`src/rtl/div_pkg.sv`:
```
// ============================================================================
// div_pkg : shared types and constants for the divider control stage.
// Revision : 1.0
// ============================================================================
`default_nettype none

package div_pkg;

    localparam int          DIV_W         = 32;
    localparam logic [31:0] DIV_ZERO_QUOT = 32'hFFFFFFFF;
    localparam int          CNT_W         = 4;

    typedef enum logic [1:0] {
        IDLE   = 2'd0,
        SETTLE = 2'd1,
        FIX    = 2'd2,
        DONE   = 2'd3
    } state_t;

endpackage

`default_nettype wire

```
`src/rtl/div_control_if.sv`:
```
// ============================================================================
// div_control_if : handshake, operand, divider and result signals of the
//                  divider control stage.
// Revision : 1.0
// ============================================================================
`default_nettype none

interface div_control_if;
    import div_pkg::*;

    logic               start;
    logic [DIV_W-1:0]   a_in;
    logic [DIV_W-1:0]   b_in;
    logic               ready;
    logic               busy;
    logic [DIV_W-1:0]   div_a;
    logic [DIV_W-1:0]   div_b;
    logic [2*DIV_W-1:0] div_c;
    logic [DIV_W-1:0]   hi_out;
    logic [DIV_W-1:0]   lo_out;
    logic               done;
    logic               div_zero;

    // The master side includes the external combinational divider (div_c).
    modport master (
        output start, a_in, b_in, div_c,
        input  ready, busy, div_a, div_b, hi_out, lo_out, done, div_zero
    );

    modport slave (
        input  start, a_in, b_in, div_c,
        output ready, busy, div_a, div_b, hi_out, lo_out, done, div_zero
    );

endinterface

`default_nettype wire

```
`src/rtl/div_control_cond_negate.sv`:
```
// ============================================================================
// cond_negate : y = sel ? -x : x (two's-complement, width W).
// Revision : 1.0
// ============================================================================
`default_nettype none

module cond_negate #(
    parameter int W = 32
) (
    input  wire logic [W-1:0] x,
    input  wire logic         sel,
    output      logic [W-1:0] y
);

    assign y = sel ? (~x + {{(W-1){1'b0}}, 1'b1}) : x;

endmodule

`default_nettype wire

```
`src/rtl/div_control.sv`:
```
// ============================================================================
// div_control : multi-cycle sign/magnitude control around an external
//               unsigned combinational divider; loads HI/LO result registers.
//               Optional macro DIV_ZERO_TRAP_EN enables divide-by-zero trap.
// Revision : 1.0
// ============================================================================
`default_nettype none

module div_control
    import div_pkg::*;
#(
    parameter int SETTLE_CYCLES = 2
) (
    input wire logic     clock,
    input wire logic     clear,
    div_control_if.slave bus
);

    localparam logic [CNT_W-1:0] c_settle_last = CNT_W'(SETTLE_CYCLES - 1);

    state_t             r_state;
    state_t             w_next;
    logic [CNT_W-1:0]   r_cnt;
    logic               r_sign_q;
    logic               r_sign_r;
    logic [DIV_W-1:0]   r_div_a;
    logic [DIV_W-1:0]   r_div_b;
    logic [DIV_W-1:0]   r_hi;
    logic [DIV_W-1:0]   r_lo;
    logic [DIV_W-1:0]   w_mag_a;
    logic [DIV_W-1:0]   w_mag_b;
    logic [DIV_W-1:0]   w_quot;
    logic [DIV_W-1:0]   w_rem;
    logic               w_accept;
    logic               w_trap_now;

    assign w_accept = (r_state == IDLE) && bus.start;

    cond_negate #(.W(DIV_W)) u_mag_a (.x(bus.a_in), .sel(bus.a_in[DIV_W-1]), .y(w_mag_a));
    cond_negate #(.W(DIV_W)) u_mag_b (.x(bus.b_in), .sel(bus.b_in[DIV_W-1]), .y(w_mag_b));
    cond_negate #(.W(DIV_W)) u_fix_q (.x(bus.div_c[DIV_W-1:0]),       .sel(r_sign_q), .y(w_quot));
    cond_negate #(.W(DIV_W)) u_fix_r (.x(bus.div_c[2*DIV_W-1:DIV_W]), .sel(r_sign_r), .y(w_rem));

`ifdef DIV_ZERO_TRAP_EN
    logic               r_trap;
    logic               r_div_zero;
    logic [DIV_W-1:0]   r_a_raw;

    assign w_trap_now   = (bus.b_in == '0);
    assign bus.div_zero = r_div_zero;
`else
    assign w_trap_now   = 1'b0;
    assign bus.div_zero = 1'b0;
`endif

    // ------------------------------------------------------------------
    // State register and next-state logic
    // ------------------------------------------------------------------
    always_ff @(posedge clock) begin
        if (clear) begin
            r_state <= IDLE;
        end else begin
            r_state <= w_next;
        end
    end

    always_comb begin
        w_next = r_state;
        case (r_state)
            IDLE: begin
                if (bus.start) begin
                    w_next = w_trap_now ? FIX : SETTLE;
                end
            end
            SETTLE: begin
                if (r_cnt == c_settle_last) begin
                    w_next = FIX;
                end
            end
            FIX:     w_next = DONE;
            DONE:    w_next = IDLE;
            default: w_next = IDLE;
        endcase
    end

    // ------------------------------------------------------------------
    // Datapath registers
    // ------------------------------------------------------------------
    always_ff @(posedge clock) begin
        if (clear) begin
            r_cnt    <= '0;
            r_sign_q <= 1'b0;
            r_sign_r <= 1'b0;
            r_div_a  <= '0;
            r_div_b  <= '0;
            r_hi     <= '0;
            r_lo     <= '0;
`ifdef DIV_ZERO_TRAP_EN
            r_trap     <= 1'b0;
            r_div_zero <= 1'b0;
            r_a_raw    <= '0;
`endif
        end else begin
            if (w_accept) begin
                r_div_a  <= w_mag_a;
                r_div_b  <= w_mag_b;
                r_sign_q <= bus.a_in[DIV_W-1] ^ bus.b_in[DIV_W-1];
                r_sign_r <= bus.a_in[DIV_W-1];
                r_cnt    <= '0;
`ifdef DIV_ZERO_TRAP_EN
                r_trap     <= w_trap_now;
                r_div_zero <= 1'b0;
                r_a_raw    <= bus.a_in;
`endif
            end

            if (r_state == SETTLE) begin
                r_cnt <= r_cnt + 1'b1;
            end

            // div_c is only observed here, at the FIX edge.
            if (r_state == FIX) begin
`ifdef DIV_ZERO_TRAP_EN
                if (r_trap) begin
                    r_hi       <= r_a_raw;
                    r_lo       <= DIV_ZERO_QUOT;
                    r_div_zero <= 1'b1;
                end else begin
                    r_hi <= w_rem;
                    r_lo <= w_quot;
                end
`else
                r_hi <= w_rem;
                r_lo <= w_quot;
`endif
            end
        end
    end

    assign bus.ready  = (r_state == IDLE);
    assign bus.busy   = (r_state != IDLE);
    assign bus.done   = (r_state == DONE);
    assign bus.div_a  = r_div_a;
    assign bus.div_b  = r_div_b;
    assign bus.hi_out = r_hi;
    assign bus.lo_out = r_lo;

endmodule

`default_nettype wire

```
`src/flat_wrapper.sv`:
```
// flat-port wrapper written by rule: the top's interface ports become plain ports
module div_control_flat import div_pkg::*;
#(
    parameter int SETTLE_CYCLES = 2
)
  (clock, clear, bus_start, bus_a_in, bus_b_in, bus_div_c, bus_ready, bus_busy, bus_div_a, bus_div_b, bus_hi_out, bus_lo_out, bus_done, bus_div_zero);
  div_control_if bus_i ();
  input wire logic clock;
  input wire logic clear;
  input wire logic [$bits(bus_i.start)-1:0] bus_start;
  input wire logic [$bits(bus_i.a_in)-1:0] bus_a_in;
  input wire logic [$bits(bus_i.b_in)-1:0] bus_b_in;
  input wire logic [$bits(bus_i.div_c)-1:0] bus_div_c;
  output wire logic [$bits(bus_i.ready)-1:0] bus_ready;
  output wire logic [$bits(bus_i.busy)-1:0] bus_busy;
  output wire logic [$bits(bus_i.div_a)-1:0] bus_div_a;
  output wire logic [$bits(bus_i.div_b)-1:0] bus_div_b;
  output wire logic [$bits(bus_i.hi_out)-1:0] bus_hi_out;
  output wire logic [$bits(bus_i.lo_out)-1:0] bus_lo_out;
  output wire logic [$bits(bus_i.done)-1:0] bus_done;
  output wire logic [$bits(bus_i.div_zero)-1:0] bus_div_zero;
  assign bus_i.start = bus_start;
  assign bus_i.a_in = bus_a_in;
  assign bus_i.b_in = bus_b_in;
  assign bus_i.div_c = bus_div_c;
  assign bus_ready = bus_i.ready;
  assign bus_busy = bus_i.busy;
  assign bus_div_a = bus_i.div_a;
  assign bus_div_b = bus_i.div_b;
  assign bus_hi_out = bus_i.hi_out;
  assign bus_lo_out = bus_i.lo_out;
  assign bus_done = bus_i.done;
  assign bus_div_zero = bus_i.div_zero;
  div_control #(.SETTLE_CYCLES(SETTLE_CYCLES)) u_core (.clock(clock), .clear(clear), .bus(bus_i));
endmodule
```
`config.mk`:
```
export PLATFORM = sky130hd
export DESIGN_NAME = div_control_flat
export DESIGN_NICKNAME = d
export VERILOG_FILES = /design/src/rtl/div_pkg.sv /design/src/rtl/div_control_if.sv /design/src/rtl/div_control_cond_negate.sv /design/src/rtl/div_control.sv /design/src/flat_wrapper.sv
export SDC_FILE = /design/constraint.sdc
export NUM_CORES = 1
export LEC_CHECK = 0
export CORE_UTILIZATION = 48
export CTS_BUF_LIST = sky130_fd_sc_hd__clkbuf_4
export DETAILED_ROUTE_END_ITERATION = 7
export PLACE_DENSITY = 0.83
export RECOVER_POWER = 25
export SLEW_MARGIN = 20
export SYNTH_ARGS = -nofsm -noshare
export SYNTH_HDL_FRONTEND = slang
export SYNTH_HIERARCHICAL = 1
export SYNTH_SLANG_ARGS = --single-unit
```
`constraint.sdc`:
```
create_clock -name clock -period 2.1 [get_ports clock]
set_clock_uncertainty 0.05 [all_clocks]
set_input_delay 0.42 -clock clock [delete_from_list [all_inputs] [get_ports clock]]
set_output_delay 0.42 -clock clock [all_outputs]
set_load 0.03 [all_outputs]
```
Word level (Yosys, flattened, before mapping)
Index checks and enable logic that the tools add are counted.

storage, ports and cells
  latch bits = 0
  memories = 0
  output and inout bits = 132
  RAM bits = 0
  memory bits (read-only) = 0
  logic and storage cells = 38
  bits in registers = 136
  bits of input ports = 131

operators by class
  equal/unequal tests = 6
  mux-type cells = 9
  shift-type cells = 0
  magnitude comparators = 0
  reductions and logical operators = 5
  bitwise gates (word level) = 5
  $add $sub $neg = 5
  div/mod/pow operators = 0
  multipliers = 0

operators by type and width
  cell                                                    count
  adder 32 x 1 -> 32 bit (second input constant)          4
  2-to-1 mux 32 bit                                       4
  NOT 32 bit                                              4
  2-to-1 mux 4 bit                                        2
  one-hot mux 2 bit (4 select lines)                      1
  adder 4 x 1 -> 4 bit (second input constant)            1
  == test 2 bit (second input constant)                   2
  == test 4 x 1 -> 1 bit (second input constant)          1
  2-to-1 mux 2 bit                                        2
  nonzero test 2 bit                                      2
  == test 2 x 1 -> 1 bit (second input constant)          1
  zero test 2 bit                                         1
  inequality test 2 x 1 -> 1 bit (second input constant)  1
  inequality test 2 bit (second input constant)           1
  AND reduction 2 bit                                     1
  logical AND 1 bit                                       1
  bitwise XOR 1 bit                                       1

Longest topological paths before layout
  depth after elaboration = 4
  gate-level depth with buffers = 8
  depth with buffers taken out = 8

Cells and area by module
Netlist, hierarchy kept.

by module, submodules not included
  module       cells an instance  area each (sq um)  times used  sequential area each (sq um)
  div_control  538                4918.5             1           2722.6
  cond_negate  99                 777.0              4           0.0

Worst setup path before layout
Ideal clock, no wire load.

  path kind = input-to-reg
  from = input port bus_div_c[6]
  to = register u_core.r_lo[27], in the netlist u_core/bus.lo_out[27]
  required time = 1922 ps
  path slack = 301 ps
  path buffers = 0
  arrival = 1621 ps
  library setup time = 128 ps
  stages on the path = 6
  path through = nor4_4 > nand4b_2 > o41ai_2 > xnor2_1 > mux2i_1 > nor2_1

between the ends
  cells in the longest elaborated chain, start to end = 3

RTL lines
  what                    line                           text
  start: declaration      flat_wrapper.sv:13             input wire logic [$bits(bus_i.div_c)-1:0] bus_div_c;
  NOT 32 bit              div_control_cond_negate.sv:15  assign y = sel ? (~x + {{(W-1){1'b0}}, 1'b1}) : x;
  adder 32 x 1 -> 32 bit  div_control_cond_negate.sv:15
  2-to-1 mux 32 bit       div_control_cond_negate.sv:15
  via u_core.w_quot[27]   div_control.sv:32              logic [DIV_W-1:0] w_quot;
  end signal: assignment  div_control.sv:134             r_lo <= w_quot;
  end: declaration        div_control.sv:29              logic [DIV_W-1:0] r_lo;

The timed path passes the listed nets, and every way through them passes these cells.
A chain may end at the register's enable or synchronous reset.

Worst setup path in the final report
  from = input port bus_div_c[38]
  to = register u_core.r_hi[13], in the netlist u_core/bus.hi_out[13]

between the ends
  cells in the longest elaborated chain, start to end = 3

RTL lines
  what                    line                           text
  NOT 32 bit              div_control_cond_negate.sv:15
  adder 32 x 1 -> 32 bit  div_control_cond_negate.sv:15
  2-to-1 mux 32 bit       div_control_cond_negate.sv:15
  via u_core.w_rem[13]    div_control.sv:33              logic [DIV_W-1:0] w_rem;
  end signal: assignment  div_control.sv:133             r_hi <= w_rem;
  end: declaration        div_control.sv:28              logic [DIV_W-1:0] r_hi;

The timed path passes the listed nets, and every way through them passes these cells.

==> flow_results.org <==
** Logic synthesis
- Yosys attributes the largest share of cell area to dfxtp_1 (34%), xnor2_1 (13%), nand2_1 (8.3%), mux2i_1 (8.2%), a21oi_1 (4.3%).
- Syn Nets :: 1076
- The largest total area in the synthesized netlist belongs to dfxtp_1.
- Gate count of the mapped netlist :: 934
- Number of distinct standard cells referenced by the synthesized netlist :: 37
- The mapped netlist covers 8030 um^2.
- In this run, synthesis inferred 0 flip-flops with an integrated enable.
- Synthesized area divided by synthesized cell count :: 8.59 um^2
- The most used flip-flop cell after synthesis is dfxtp_1.
- Proportion of synthesized chip area in sequential cells :: 0.339
- Asr flop ratio synth :: 0
- Top cell type's share of synthesized area :: 0.339
- During synthesis, Yosys emitted a total of 6 warnings.
- The synthesized design contains 136 register bits.

** STA
- Headroom to the max-slew limit came out at 0.474.
- Final period demand of the worst path :: 2.10 ns
- The count of pins over their slew limit is 0.
- Worst-case hold slack :: 0.277 ns
- For the pin with the worst max-slew slack, the measured transition is 0.789 ns.
- Of the available clock period, the critical path in the final layout requires 1.00.
- Fmax :: 476 MHz
- Setup violations remaining at the end of the flow were counted as 0.
- Setup total negative slack on the finished layout was measured at 0 ns.
- Hold Fails Final Rpt :: 0

** Power and ir drop
- Proportion of total power due to net switching :: 0.420
- Relative contribution of sequential cells to total power :: 0.324
- Peak supply drop :: 0.000431 V
- Clock group share of total power :: 0.157
- Power Dens Cells :: 864 nW/um^2
- The analysis attributes to cell leakage a power of 5.49 nW.
- The share of total power dissipated in combinational logic is 0.519.
- Internal cell power :: 6.14 mW
- P_sw :: 4.44 mW

** Die
- The die is 131 um tall.
- Horiz. Die Dim :: 131 um
- Cell row count :: 46
- In this run the count of I/O pins placed on the die edge is 263.
- Initial core utilization :: 0.498
- The floorplan step defined a die boundary enclosing 17200 um^2.
- The core region is 16100 um^2.

** Finish
- Final standard cell area without fillers :: 12200 um^2
- Final core area utilization :: 0.760
- In the final layout, the share of cells above drive strength 1 is 0.182.
- Most frequent standard cell in the layout excluding fill and tap cells :: nand2_1
- P&R area growth vs syn :: 52.6%
- In the final design database the tool counted 1470 nets.
- Leaving out fill and tap cells, the most frequent cells in the layout are nand2_1 (177), buf_4 (161), clkdlybuf4s50_1 (160).

** Drt
- In this run, the number of DRC markers left after iteration 0 of detailed routing was 428.
- Summing over every cut layer, the via total after detailed routing is 8291.
- DR vias/cell :: 5.32
- Dividing the detail-routed wire length by the instance count gives 15.9 um.
- The routed design has 24800 um of wire.
- The first detailed-routing pass ran for 7 iterations.
- The count of nets left with antenna violations once routing finished came out at 0.
- After detailed routing, the number of remaining DRC violations is 0.

** Clock tree
- Insertion delay to the later sink of the worst-skew pair :: 0.52 ns
- In this run, post-CTS hold repair placed 0 buffers.
- Num Clock Sinks :: 136
- Buffers inserted during post-CTS setup optimization :: 0
- TritonCTS created 17 clock buffers.
- TritonCTS clock tree :: yes
- In this run the deepest clock path goes through 2 buffers.
- After clock tree synthesis, the clock-pin slew on the worst setup and hold paths is 0.11 ns.
- The H-tree generated during clock tree synthesis spans 4 levels.
- Root buffer cell :: clkbuf_4

** Placement
- Final Wtd Congestion :: 0.880
- Once detailed placement completed, the half-perimeter wirelength came to 18400 um.
- Post-placement cell area :: 12000 um^2
- I/O Buffers :: 261

** Global routing
- Number of antenna violations at the first check in global routing :: 1
- In the global route stage, overall resource usage came out at 0.276.
- Entering global routing, the biggest net connects 43 pins.
- Global route total overflow :: 0
- First-pass GRT wire length :: 38800 um
- The number of global-route vias before repair is 8074.

** Setup path
- Peak per-stage delay on the critical path :: 0.48 ns
- For the worst setup path, the data arrival time is 2.47 ns.
- Category of the worst setup path launch point :: primary input
- The critical path goes through clkdlybuf4s50_1 > nor4_4 > nand3_1 > o31ai_1 > xnor2_1 > mux2i_1 > nor2_1.
- Highest fanout seen on the critical path :: 5
- STA puts the critical path data required time at 2.47 ns.
- Slowest library cell on the worst path :: clkdlybuf4s50_1
- Endpoint kind of the worst setup timing path :: flip-flop
- Setup CP Type :: in2reg

** Worst hold path
- Worst min-delay path class :: in2reg

** Run
- Max-cap viol count :: 0

** Run status
- The flow ran to the end, and the final reports show no timing, DRC or antenna violations.
==> final cells by class <==
class	count	area, um^2
Fill cell	1127	3870
Clock buffer	17	128
Antenna cell	1	2.50
Multi-Input combinational cell	730	4970
Tap cell	216	270
Inverter	13	48.8
Timing Repair Buffer	430	3970
Clock inverter	15	135
Sequential cell	136	2720
==> per-stage QoR <==
| stage | std cells | total power [mW] | worst slack (ns) |
|---|---|---|---|
| floorplan | 934 | 6.90 | 0.301 |
| global placement | 1525 | 9.03 | -0.290 |
| detailed placement | 1525 | 9.18 | -0.379 |
| CTS | 1557 | 10.8 | 0.000673 |
| global route | 1558 | 11.2 | -0.0340 |
| finish | 1558 | 10.6 | 0.000596 |
==> state kept, by name, summed over array words and instances, names as in the netlist <==
| signal | cells |
|---|---|
| u_core/bus.div_a | 32 |
| u_core/bus.div_b | 32 |
| u_core/bus.hi_out | 32 |
| u_core/bus.lo_out | 32 |
| u_core/r_cnt | 4 |
| u_core/r_state | 2 |
| u_core/r_sign_q | 1 |
| u_core/r_sign_r | 1 |
==> cell usage after synthesis, types with 3 or more instances <==
library cell and count:
buf_2 14, nand4_1 12, nand4b_2 4, or2_2 4, nor2b_1 5, nor2_1 70
xnor2_1 121, nand2_1 178, o41ai_1 20, nor4_4 16, clkbuf_1 17, ha_1 11
o41ai_2 16, a21oi_1 69, buf_6 3, nand3_1 13, nor4_1 8, o31ai_1 32
o21ai_0 36, dfxtp_1 136, nand2b_1 15, inv_1 13, buf_4 12, nand3b_1 4
mux2i_1 66, nor3_1 8, or3_1 5, or2b_1 8, buf_1 9
==> logic make-up after synthesis <==
group,share of synthesized area
adder cells (fa/ha/maj),0.0171
other,0.000467
multiplexers,0.0823
AO/OA/AOI/OAI,0.156
buffers and inverters,0.0424
XOR/XNOR,0.132
flip-flops,0.339
AND/OR/NAND/NOR,0.230
==> critical path: cells and delay by family <==
| kind | cells | cell delay (ns) |
|---|---|---|
| mux | 1 | 0.17 |
| buf+inv | 1 | 0.48 |
| xor+xnor | 1 | 0.17 |
| compound gates | 1 | 0.43 |
| simple gates | 3 | 0.80 |
==> path summary, 6_finish.rpt <==
kind	endpoint	slack (ns)	cells past startpoint	startpoint
min	u_core/bus.hi_out[6]	0.28	2	clear
max reg2reg	u_core/bus.hi_out[16]	0.15	5	u_core/r_state[0]
min reg2reg	u_core/bus.div_b[2]	0.41	2	u_core/bus.div_b[2]
max	u_core/bus.hi_out[13]	0.0006	7	bus_div_c[38]
==> power groups by stage <==
stage | logic, mW | registers [mW] | clock network [mW]
after global routing | 5.84 | 3.49 | 1.83
after CTS | 5.63 | 3.44 | 1.71
after floorplan | 2.43 | 4.48 | 0
after detailed placement | 5.69 | 3.49 | 0
final | 5.49 | 3.42 | 1.66
after global placement | 5.55 | 3.47 | 0
==> per-layer routing <==
| metal | global-route usage | share of wire |
|---|---|---|
| met1 | 0.321 | 0.40 |
| met2 | 0.497 | 0.51 |
| met3 | 0.0691 | 0.076 |
| met4 | 0.0769 | 0.015 |
| met5 | 0 | 0 |
==> repair_timing <==
item / 4_1_cts / 5_1_grt
endpoints found under the setup margin: 26 / 77
cloned: 0 / 0
gates resized for setup: 33 / 78
Power figures use the tool's default switching activity.
==> edit, RTL diff (same settings) <==
Set the package constant `CNT_W` to 5 (it was 4).
--- a/src/rtl/div_pkg.sv
+++ b/src/rtl/div_pkg.sv
@@ -9,5 +9,5 @@
     localparam int          DIV_W         = 32;
     localparam logic [31:0] DIV_ZERO_QUOT = 32'hFFFFFFFF;
-    localparam int          CNT_W         = 4;
+    localparam int          CNT_W         = 5;
 
     typedef enum logic [1:0] {
Behaviour: no difference found for any inputs over 10 cycles, from zero or initial values; that may be too few to reach the edited logic, so the function may still have changed.
==> edit against the original RTL <==
  * Clock power is 36% higher
  * Synthesized area is 3.7% higher
  * Critical path depth is 1 higher
  * Final cell count hardly changed
  * Worst setup slack better by 0.043 ns
  * Sequential cell count is 1 higher
  * Power is 7.7% higher
  * Final area is 1.9% higher
  * Via count is 2.1% higher
  * Routed wire length is 8.1% higher
  * Non-clock buffer count is 10 lower
  * Critical path type unchanged
  * Largest power group unchanged
  * Highest routed layer unchanged
==> edit: results (changes against the original RTL) <==
[grt]
grtUsageMet3_pct = 7.69  ; was 6.91%
antenna_found_initial = 1  ; unchanged
grt_max_degree = 49  ; was 43
grt_pass1_wl_um = 42600  ; was 38800 um
grt_pass1_vias = 8449  ; was 8074
met2_usage_pct = 54.7  ; was 49.7%
grtUsageMet1_pct = 33.3  ; was 32.1%
grt_usage_pct = 29.8  ; was 27.6%

[critical_path]
r2r-end = u_core/bus.div_a[3]  ; was u_core/bus.hi_out[16]
ff2ff_path_depth = 7  ; was 5
r2r_slack_ns = 0.12  ; was 0.15 ns
critPathCapture = u_core/bus.lo_out[27]  ; was u_core/bus.hi_out[13]
path_max_fanout = 5  ; unchanged
startpoint = bus_div_c[22]  ; was bus_div_c[38]

[synthesis]
yosysWarnings = 6  ; unchanged
syn_inst = 941  ; was 934
synth_xor_area_share_pct = 12.7  ; was 13.2%
muxShareOfSynthArea_pct = 7.82  ; was 8.23%
ys.flop_type = dfxtp_1  ; unchanged
synth.yosys.seq_area_share_pct = 33.0  ; was 33.9%
yosys-top-cells-area = dfxtp_1 33%, xnor2_1 13%, mux2i_1 7.8%  ; was dfxtp_1 34%, xnor2_1 13%, nand2_1 8.3%
ys_types = 41  ; was 37
synth_compound_area_share_pct = 16.9  ; was 15.6%
synthArstFlopShare_pct = 0  ; unchanged
synthTopCellsByCount = 149 x nand2_1, 137 x dfxtp_1, 121 x xnor2_1  ; was 178 x nand2_1, 136 x dfxtp_1, 121 x xnor2_1
synth_adder_area_share_pct = 1.50  ; was 1.71%
syn_nets = 1082  ; was 1076

[timing]
finalWorstSetupSlack_ns = 0.0433  ; was 0.000596 ns
fin_hold_ws_ns = 0.178  ; was 0.277 ns
tightestPinTransition_ns = 0.533  ; was 0.789 ns

[clock_network]
htreeDepth = 4  ; unchanged
cts_resized = 84  ; was 33
clock_latency_ns = 0.56  ; was 0.52 ns
clk_pin_slew_ns = 0.13  ; was 0.11 ns

[layout]
nNetsFinal = 1466  ; was 1470
layout-drive-gt1-share_pct = 22.0  ; was 18.2%

[outcome]
status = completed  ; unchanged

[detailed_routing]
top_layer = met4  ; unchanged
num_vias = 8469  ; was 8291
wl_met2_um = 13700  ; was 12600 um
met1_length_um = 10400  ; was 9960 um
met3_length_um = 2130  ; was 1900 um
dr.first_iter.drc_count = 463  ; was 428
wire_per_inst_um = 17.2  ; was 15.9 um
firstDrtPassIters = 5  ; was 7
via_per_inst = 5.43  ; was 5.32

[placed_design]
dp_slack_ns = -0.524  ; was -0.379 ns
place_area_um2 = 12200  ; was 12000 um2
dp_hpwl_um = 20000  ; was 18400 um
place_congestion = 0.914  ; was 0.880

[power_and_ir_drop]
p_leak_uw = 0.00535  ; was 0.00549 uW
irDropWorstVdd_mv = 0.728  ; was 0.431 mV

[worst_hold_path]
min_to = u_core/bus.lo_out[15]  ; was u_core/bus.hi_out[6]

[edit: area by class of cell]
type | instances | area (um2) | area share (%)
Antenna cell | 1 | 2.50 | 0.0201
Clock inverter | 14 | 244 | 1.95
Multi-Input combinational cell | 735 | 5210 | 41.8
Clock buffer | 18 | 135 | 1.08
Inverter | 14 | 52.6 | 0.421
Sequential cell | 137 | 2740 | 22.0
Timing Repair Buffer | 420 | 3820 | 30.6
Tap cell | 220 | 275 | 2.21
[edit: report_power, final]
part           total [uW]  internal (uW)  switching [uW]  leakage (uW)
Combinational        5680           2330            3350       0.00404
Sequential           3450           3150             296       0.00112
Clock                2260           1210            1060      0.000193
[edit: critical path: stages]
cell and delay (ns):
clkdlybuf4s50_1 0.49, nor4_2 0.41, buf_4 0.19, nand4b_2 0.19
o41ai_2 0.41, xnor2_1 0.11, mux2i_1 0.19, nor2_1 0.06
